`config.mk`:
```
export PLATFORM = sky130hd
export DESIGN_NAME = fruit_split_seq_flat
export DESIGN_NICKNAME = d
export VERILOG_FILES = /design/src/rtl/fruit_split_seq_if.sv /design/src/rtl/fruit_split_seq.sv /design/src/flat_wrapper.sv
export SDC_FILE = /design/constraint.sdc
export NUM_CORES = 1
export LEC_CHECK = 0
export CELL_PAD_IN_SITES_DETAIL_PLACEMENT = 0
export CELL_PAD_IN_SITES_GLOBAL_PLACEMENT = 1
export CORE_UTILIZATION = 48
export CTS_BUF_LIST = sky130_fd_sc_hd__clkbuf_4 sky130_fd_sc_hd__clkbuf_8 sky130_fd_sc_hd__clkbuf_16
export DETAILED_ROUTE_END_ITERATION = 7
export HOLD_SLACK_MARGIN = 0.1
export PLACE_DENSITY_LB_ADDON = 0.3
export SLEW_MARGIN = 10
export SYNTH_ARGS = -nofsm -noshare
export SYNTH_HDL_FRONTEND = slang
export SYNTH_SLANG_ARGS = --single-unit
```
`constraint.sdc`:
```
create_clock -name clk -period 9.3 [get_ports clk]
set_input_delay 1.86 -clock clk [delete_from_list [all_inputs] [get_ports clk]]
set_output_delay 1.86 -clock clk [all_outputs]
set_load 0.05 [all_outputs]
```
`src/rtl/fruit_split_seq_if.sv`:
```
// Game-logic <-> fruit sequencer bundle: launch/slice requests in, sprite half controls out.
// The sequencer side is the slave; the game logic or testbench drives through the master side.
interface fruit_split_seq_if;
  logic              frame_tick;
  logic              launch;
  logic [9:0]        launch_x;
  logic signed [5:0] launch_vx;
  logic signed [7:0] launch_vy;
  logic [9:0]        obj_w;
  logic              slice;
  logic              busy;
  logic              en1;
  logic              en2;
  logic [9:0]        posx1;
  logic [9:0]        posx2;
  logic [9:0]        posy1;
  logic [9:0]        posy2;
  logic              missed;
  logic              done;

  modport master (
    output frame_tick, launch, launch_x, launch_vx, launch_vy, obj_w, slice,
    input  busy, en1, en2, posx1, posx2, posy1, posy2, missed, done
  );

  modport slave (
    input  frame_tick, launch, launch_x, launch_vx, launch_vy, obj_w, slice,
    output busy, en1, en2, posx1, posx2, posy1, posy2, missed, done
  );
endinterface

```
`src/rtl/fruit_split_seq.sv`:
```
// Per-fruit ballistic sequencer: launch, per-frame integration, slice into two drifting halves, retire.
// Outputs are registered on the frame_tick edge and held for the rest of the frame; no backpressure.
module fruit_split_seq #(
  parameter int SCREEN_W = 640,
  parameter int SCREEN_H = 480,
  parameter int GRAVITY  = 1,
  parameter int SPLIT_DX = 2
) (
  input logic              clk,
  input logic              rst_n,
  fruit_split_seq_if.slave bus
);

  typedef enum logic [1:0] {IDLE = 2'd0, FLY = 2'd1, SPLIT = 2'd2} state_t;

  localparam logic signed [13:0] W_L = 14'(SCREEN_W);
  localparam logic signed [13:0] H_L = 14'(SCREEN_H);

  state_t             state_q, state_d;
  logic signed [11:0] x_q, x_d, y_q, y_d;
  logic signed [5:0]  vx_q, vx_d;
  logic signed [8:0]  vy_q, vy_d;
  logic [9:0]         w_q, w_d, sep_q, sep_d;
  logic               slice_pend_q, slice_pend_d;
  logic               en1_q, en1_d, en2_q, en2_d;
  logic               missed_q, missed_d, done_q, done_d;
  logic [9:0]         posx1_q, posx1_d, posx2_q, posx2_d;
  logic [9:0]         posy1_q, posy1_d, posy2_q, posy2_d;

  // Candidate post-tick values, computed from current state only so the FSM has no comb loop.
  logic signed [11:0] x_nxt, y_nxt;
  logic signed [8:0]  vy_nxt;
  logic [10:0]        sep_sum;
  logic [9:0]         sep_adv, sep_nxt;
  logic signed [13:0] x_w, y_w, xr_fly, xl_spl, xr_spl;
  logic               off_bot, y_on, slice_now;
  logic signed [13:0] xa, xb;

  assign x_nxt   = x_q + {{6{vx_q[5]}}, vx_q};
  assign y_nxt   = y_q + {{3{vy_q[8]}}, vy_q};
  assign vy_nxt  = vy_q + 9'(GRAVITY);
  assign sep_sum = {1'b0, sep_q} + 11'(SPLIT_DX);
  assign sep_adv = (sep_sum > 11'd1023) ? 10'd1023 : sep_sum[9:0];
  assign sep_nxt = (state_q == FLY) ? 10'(SPLIT_DX) : sep_adv;
  assign x_w     = {{2{x_nxt[11]}}, x_nxt};
  assign y_w     = {{2{y_nxt[11]}}, y_nxt};
  assign xr_fly  = x_w + ({4'd0, w_q} >> 1);
  assign xl_spl  = x_w - {4'd0, sep_nxt};
  assign xr_spl  = xr_fly + {4'd0, sep_nxt};
  assign off_bot = (y_w >= H_L) && (vy_nxt > 9'sd0);
  assign y_on    = !y_w[13] && (y_w < H_L);
  assign slice_now = slice_pend_q || bus.slice;

  function automatic logic on_x(input logic signed [13:0] v);
    return !v[13] && (v < W_L);
  endfunction

  always_ff @(posedge clk or negedge rst_n) begin
    if (!rst_n) begin
      state_q      <= IDLE;
      x_q          <= '0;
      y_q          <= '0;
      vx_q         <= '0;
      vy_q         <= '0;
      w_q          <= '0;
      sep_q        <= '0;
      slice_pend_q <= 1'b0;
      en1_q        <= 1'b0;
      en2_q        <= 1'b0;
      missed_q     <= 1'b0;
      done_q       <= 1'b0;
      posx1_q      <= '0;
      posx2_q      <= '0;
      posy1_q      <= '0;
      posy2_q      <= '0;
    end else begin
      state_q      <= state_d;
      x_q          <= x_d;
      y_q          <= y_d;
      vx_q         <= vx_d;
      vy_q         <= vy_d;
      w_q          <= w_d;
      sep_q        <= sep_d;
      slice_pend_q <= slice_pend_d;
      en1_q        <= en1_d;
      en2_q        <= en2_d;
      missed_q     <= missed_d;
      done_q       <= done_d;
      posx1_q      <= posx1_d;
      posx2_q      <= posx2_d;
      posy1_q      <= posy1_d;
      posy2_q      <= posy2_d;
    end
  end

  always_comb begin
    state_d      = state_q;
    x_d          = x_q;
    y_d          = y_q;
    vx_d         = vx_q;
    vy_d         = vy_q;
    w_d          = w_q;
    sep_d        = sep_q;
    slice_pend_d = slice_pend_q;
    unique case (state_q)
      IDLE: begin
        if (bus.launch) begin
          state_d      = FLY;
          x_d          = {2'b00, bus.launch_x};
          y_d          = 12'(SCREEN_H);
          vx_d         = bus.launch_vx;
          vy_d         = {bus.launch_vy[7], bus.launch_vy};
          w_d          = bus.obj_w;
          sep_d        = '0;
          slice_pend_d = 1'b0;
        end
      end
      FLY: begin
        if (bus.frame_tick) begin
          x_d  = x_nxt;
          y_d  = y_nxt;
          vy_d = vy_nxt;
          if (slice_now) begin
            state_d      = SPLIT;
            sep_d        = sep_nxt;
            slice_pend_d = 1'b0;
          end else if (off_bot) begin
            state_d = IDLE;
          end
        end else if (bus.slice) begin
          slice_pend_d = 1'b1;
        end
      end
      SPLIT: begin
        if (bus.frame_tick) begin
          x_d   = x_nxt;
          y_d   = y_nxt;
          vy_d  = vy_nxt;
          sep_d = sep_nxt;
          if (off_bot || (xl_spl[13] && !on_x(xr_spl) && !xr_spl[13]))
            state_d = IDLE;
        end
      end
      default: state_d = IDLE;
    endcase
  end

  // Each half keeps its last position while hidden so the sprite engine never sees a jump.
  always_comb begin
    en1_d    = en1_q;
    en2_d    = en2_q;
    posx1_d  = posx1_q;
    posx2_d  = posx2_q;
    posy1_d  = posy1_q;
    posy2_d  = posy2_q;
    missed_d = 1'b0;
    done_d   = 1'b0;
    xa       = (state_d == SPLIT) ? xl_spl : x_w;
    xb       = (state_d == SPLIT) ? xr_spl : xr_fly;
    if (state_q != IDLE && bus.frame_tick) begin
      if (state_d == IDLE) begin
        en1_d    = 1'b0;
        en2_d    = 1'b0;
        missed_d = (state_q == FLY);
        done_d   = (state_q == SPLIT);
      end else begin
        en1_d = y_on && on_x(xa);
        en2_d = y_on && on_x(xb);
        if (en1_d) begin
          posx1_d = xa[9:0];
          posy1_d = y_nxt[9:0];
        end
        if (en2_d) begin
          posx2_d = xb[9:0];
          posy2_d = y_nxt[9:0];
        end
      end
    end
  end

  assign bus.busy   = (state_q != IDLE);
  assign bus.en1    = en1_q;
  assign bus.en2    = en2_q;
  assign bus.posx1  = posx1_q;
  assign bus.posx2  = posx2_q;
  assign bus.posy1  = posy1_q;
  assign bus.posy2  = posy2_q;
  assign bus.missed = missed_q;
  assign bus.done   = done_q;

endmodule

```
`src/flat_wrapper.sv`:
```
// flat-port wrapper written by rule: the top's interface ports become plain ports
module fruit_split_seq_flat 
#(
  parameter int SCREEN_W = 640,
  parameter int SCREEN_H = 480,
  parameter int GRAVITY  = 1,
  parameter int SPLIT_DX = 2
)
  (clk, rst_n, bus_frame_tick, bus_launch, bus_launch_x, bus_launch_vx, bus_launch_vy, bus_obj_w, bus_slice, bus_busy, bus_en1, bus_en2, bus_posx1, bus_posx2, bus_posy1, bus_posy2, bus_missed, bus_done);
  fruit_split_seq_if bus_i ();
  input logic clk;
  input logic rst_n;
  input wire logic [$bits(bus_i.frame_tick)-1:0] bus_frame_tick;
  input wire logic [$bits(bus_i.launch)-1:0] bus_launch;
  input wire logic [$bits(bus_i.launch_x)-1:0] bus_launch_x;
  input wire logic [$bits(bus_i.launch_vx)-1:0] bus_launch_vx;
  input wire logic [$bits(bus_i.launch_vy)-1:0] bus_launch_vy;
  input wire logic [$bits(bus_i.obj_w)-1:0] bus_obj_w;
  input wire logic [$bits(bus_i.slice)-1:0] bus_slice;
  output wire logic [$bits(bus_i.busy)-1:0] bus_busy;
  output wire logic [$bits(bus_i.en1)-1:0] bus_en1;
  output wire logic [$bits(bus_i.en2)-1:0] bus_en2;
  output wire logic [$bits(bus_i.posx1)-1:0] bus_posx1;
  output wire logic [$bits(bus_i.posx2)-1:0] bus_posx2;
  output wire logic [$bits(bus_i.posy1)-1:0] bus_posy1;
  output wire logic [$bits(bus_i.posy2)-1:0] bus_posy2;
  output wire logic [$bits(bus_i.missed)-1:0] bus_missed;
  output wire logic [$bits(bus_i.done)-1:0] bus_done;
  assign bus_i.frame_tick = bus_frame_tick;
  assign bus_i.launch = bus_launch;
  assign bus_i.launch_x = bus_launch_x;
  assign bus_i.launch_vx = bus_launch_vx;
  assign bus_i.launch_vy = bus_launch_vy;
  assign bus_i.obj_w = bus_obj_w;
  assign bus_i.slice = bus_slice;
  assign bus_busy = bus_i.busy;
  assign bus_en1 = bus_i.en1;
  assign bus_en2 = bus_i.en2;
  assign bus_posx1 = bus_i.posx1;
  assign bus_posx2 = bus_i.posx2;
  assign bus_posy1 = bus_i.posy1;
  assign bus_posy2 = bus_i.posy2;
  assign bus_missed = bus_i.missed;
  assign bus_done = bus_i.done;
  fruit_split_seq #(.SCREEN_W(SCREEN_W), .SCREEN_H(SCREEN_H), .GRAVITY(GRAVITY), .SPLIT_DX(SPLIT_DX)) u_core (.clk(clk), .rst_n(rst_n), .bus(bus_i));
endmodule
```
==> reports/results.tsv <==
metric	value	unit
CP endpoint kind	flop	
number of flops mapped to enable cells by yosys	0	
crit share post-route	84.38	%
MaxCap Viol Count	0	
Slew Viols, Final	0	
vias in the first global route	6466	
total grt overflow	0	
worst slew pin tran	1.085	ns
largest net degree at the start of global routing	61	
Inst Count DP	1121	
CP Buf/Inv Count	1	
number of synthesized register bits	105	
routed wire length	20.67	mm
post-route minimum period	7.847	ns
post-cts repair resize count	0	
Avg Cell Area, Syn	9.364	µm²
footprint of the multi-input gates	4962	µm²
largest family of logic cells by synthesized area	compound AO/OA/AOI/OAI gates	
hold worst-path end	u_core.bus.en1$_DFFE_PN0P_	
Synth area leaders	dfrtp_1 (33%), ha_1 (9.8%), o21ai_0 (4.0%)	
share of cells above drive strength 1	8.143	%
unrepaired setup endpoints after global routing	no	
Yosys top cell by area	dfrtp_1	
relative slew slack	27.09	%
critical path peak fanout	22	
Required @ worst endpoint	9.54	ns
P&R area growth vs syn	17.00	%
post-synthesis mux area share	11.42	%
crit-path most repeated cell	ha_1	
post-route ant nets	0	
sequential cell area	2628	µm²
Die Height	130.4	µm
number of I/O port buffers	82	
asr flop ratio synth	100.0	%
H-tree depth	3	
clock sinks	105	
library cells used by synthesis	79	
Layout Cells excl Fill	1137	
num ports	84	
reg2reg start	u_core.vx_q[0]$_DFFE_PN0P_	
DR DRC count	0	
Fillers	1426	
skew final	0.008695	ns
XOR/XNOR share of the synthesized area	4.981	%
CP max stage cell	nand4bb_4	
diodes inserted	0	
Setup Buffers After CTS	0	
Fin. Hold Viols	0	
count leader, synth	dfrtp_1	
Hold Buf Count CTS	0	
DPL Wire Length	15.73	mm
Crit path max-delay family	compound AO/OA/AOI/OAI gates	
Mapped Cells	845	
mapped cell area	7913	µm²
arrival time worst endpoint	8.09	ns
Reg2Reg Capture Point	u_core.bus.posy1[8]$_DFFE_PN0P_	
clock tree root buffer cell	clkbuf_16	
vias	6685	
syn nets	951	
Starting Density	49.45	%
vias per cell	5.880	
Max Fclk	127.4	MHz
Core Region	16000	µm²
num rows	46	
Worst path max stage delay	0.58	ns
first-pass GRT wire length	33.33	mm
worst min path class	reg2reg	
Fin Setup TNS	0	ns
Synth Area in Simple Gates	13.95	%
nets@finish	1022	
Num CTS Buffers	9	
crit path launch type	flop	
HP Start	u_core.bus.en1$_DFFE_PN0P_	
commonest cells in the synthesized netlist	dfrtp_1 (105), nand2_1 (82), o21ai_0 (63)	
Clock Latency Late Sink	0.36	ns
Setup Viol. Count Final	0	
Min-Delay Path Depth	2	
Horiz. Die Dim	130.4	µm
top cell type's share of synthesized area	33.21	%
Seq/Total Area, Yosys	33.21	%
initial antenna violation count	0	
r2r setup slk	1.45	ns
drt pass-1 iters	5	
worst reg2reg path depth	25	
Clock Path Buffers	2	
post-synthesis adder-cell area fraction	11.07	%
Compound-Gate Fraction of Synth Area	21.30	%
Worst-path clk slew	0.07	ns
Synth Flop Type	dfrtp_1	
TritonCTS clock tree	yes	
status	finished, final reports clean	
hold slack	0.4775	ns
full die area	17000	µm²
GP Congestion	0.8871	
YS warnings	0	
number of DRC markers in iteration 0	483	
Layout Utilization	57.86	%
GR Util All Layers	25.43	%
CP Class	reg2reg	
Avg WL per Cell	18.18	µm
## stage by stage
| stage | worst slack, ns | instance area, µm² |
|---|---|---|
| 2_1_floorplan | 3.152 | 7913 |
| 3_3_place_gp | 1.659 | 8922 |
| 3_5_place_dp | 1.543 | 8922 |
| 4_1_cts | 1.494 | 9258 |
| 5_1_grt | 0.8932 | 9258 |
| 6_report | 1.453 | 9258 |
## metal layers
metal,track usage [%],vias up,wire [µm]
met1,34.85,3261,9577
li1,-,3241,-
met4,6.220,0,302
met3,4.520,22,1044
met5,0,-,0
met2,41.74,161,9743
## how the worst max path moves through the flow
stage | start | cells past startpoint | to | slack (ns)
after floorplan | u_core.vx_q[0]$_DFFE_PN0P_ | 26 | u_core.bus.posx1[0]$_DFFE_PN0P_ | 3.15
after global placement | u_core.vx_q[0]$_DFFE_PN0P_ | 26 | u_core.bus.posy1[8]$_DFFE_PN0P_ | 1.66
after detailed placement | u_core.vx_q[0]$_DFFE_PN0P_ | 25 | u_core.bus.posy1[8]$_DFFE_PN0P_ | 1.54
after CTS | u_core.vx_q[0]$_DFFE_PN0P_ | 26 | u_core.bus.posy1[8]$_DFFE_PN0P_ | 1.49
after global routing | u_core.vx_q[0]$_DFFE_PN0P_ | 25 | u_core.bus.posy1[8]$_DFFE_PN0P_ | 0.89
final | u_core.vx_q[0]$_DFFE_PN0P_ | 25 | u_core.bus.posy1[8]$_DFFE_PN0P_ | 1.45
## placed cells by master (no fill, tap or decap), types with 4 or more instances in the layout
cell and count:
a211o_1 5, a211oi_1 8, a21o_1 18, a21oi_1 52, a22o_1 7, a31oi_1 8, and2_1 6, and3_1 11
buf_4 8, clkbuf_16 9, clkdlybuf4s50_1 81, dfrtp_1 105, fa_1 5, ha_1 62, inv_1 50, mux2_1 20
mux2_2 19, mux2_4 18, mux2i_1 18, nand2_1 82, nand2b_1 13, nand3_1 16, nand4_1 7, nor2_1 41
nor2b_1 7, nor3_1 14, nor3b_1 4, o2111ai_1 4, o211a_1 4, o211ai_1 11, o21a_1 7, o21ai_0 63
o21ai_1 5, o21bai_1 5, o22a_1 4, o22ai_1 6, o31ai_1 8, or4_1 5, xnor2_1 32, xor2_1 13
## cells by family (layout without fill, tap and decap cells)
| kind of cell | Yosys count | in the layout |
|---|---|---|
| AND/OR/NAND/NOR | 222 | 222 |
| buffers and inverters | 80 | 156 |
| XOR/XNOR | 45 | 45 |
| multiplexers | 76 | 76 |
| AO/OA/AOI/OAI | 250 | 250 |
| adder cells (fa/ha/maj) | 67 | 67 |
| flip-flops | 105 | 105 |
## worst register-to-register path: cells and delay by family, from the launching register on
kind | cells | cell delay, ns
compound gates | 9 | 2.92
xor+xnor | 2 | 0.51
fa+ha+maj | 4 | 1.45
buf+inv | 1 | 0.10
flops | 1 | 0.38
mux | 2 | 0.66
simple gates | 7 | 1.71
## sequential cells by signal (all words and copies together) (netlist names)
| name | cells |
|---|---|
| u_core.bus.posy1 | 10 |
| u_core.vy_q | 9 |
| u_core.bus.posy2 | 10 |
| u_core.bus.en2 | 1 |
| u_core.bus.missed | 1 |
| u_core.y_q | 12 |
| u_core.bus.posx2 | 10 |
| u_core.bus.posx1 | 10 |
| u_core.state_q | 2 |
| u_core.slice_pend_q | 1 |
| u_core.w_q | 9 |
| u_core.bus.en1 | 1 |
| u_core.sep_q | 10 |
| u_core.bus.done | 1 |
| u_core.vx_q | 6 |
| u_core.x_q | 12 |
## cell type report
type | instances | share of cell area, %
inverter | 51 | 2.068
clock inverter | 4 | 0.8109
clock buffer | 12 | 2.811
sequential | 105 | 28.38
tap | 216 | 2.919
timing repair buffer | 89 | 9.407
multi-input combinational | 660 | 53.60
Power is left out: the tool's default activity adds up to more than one toggle a clock period on the data nets, which glitch-free logic cannot reach.
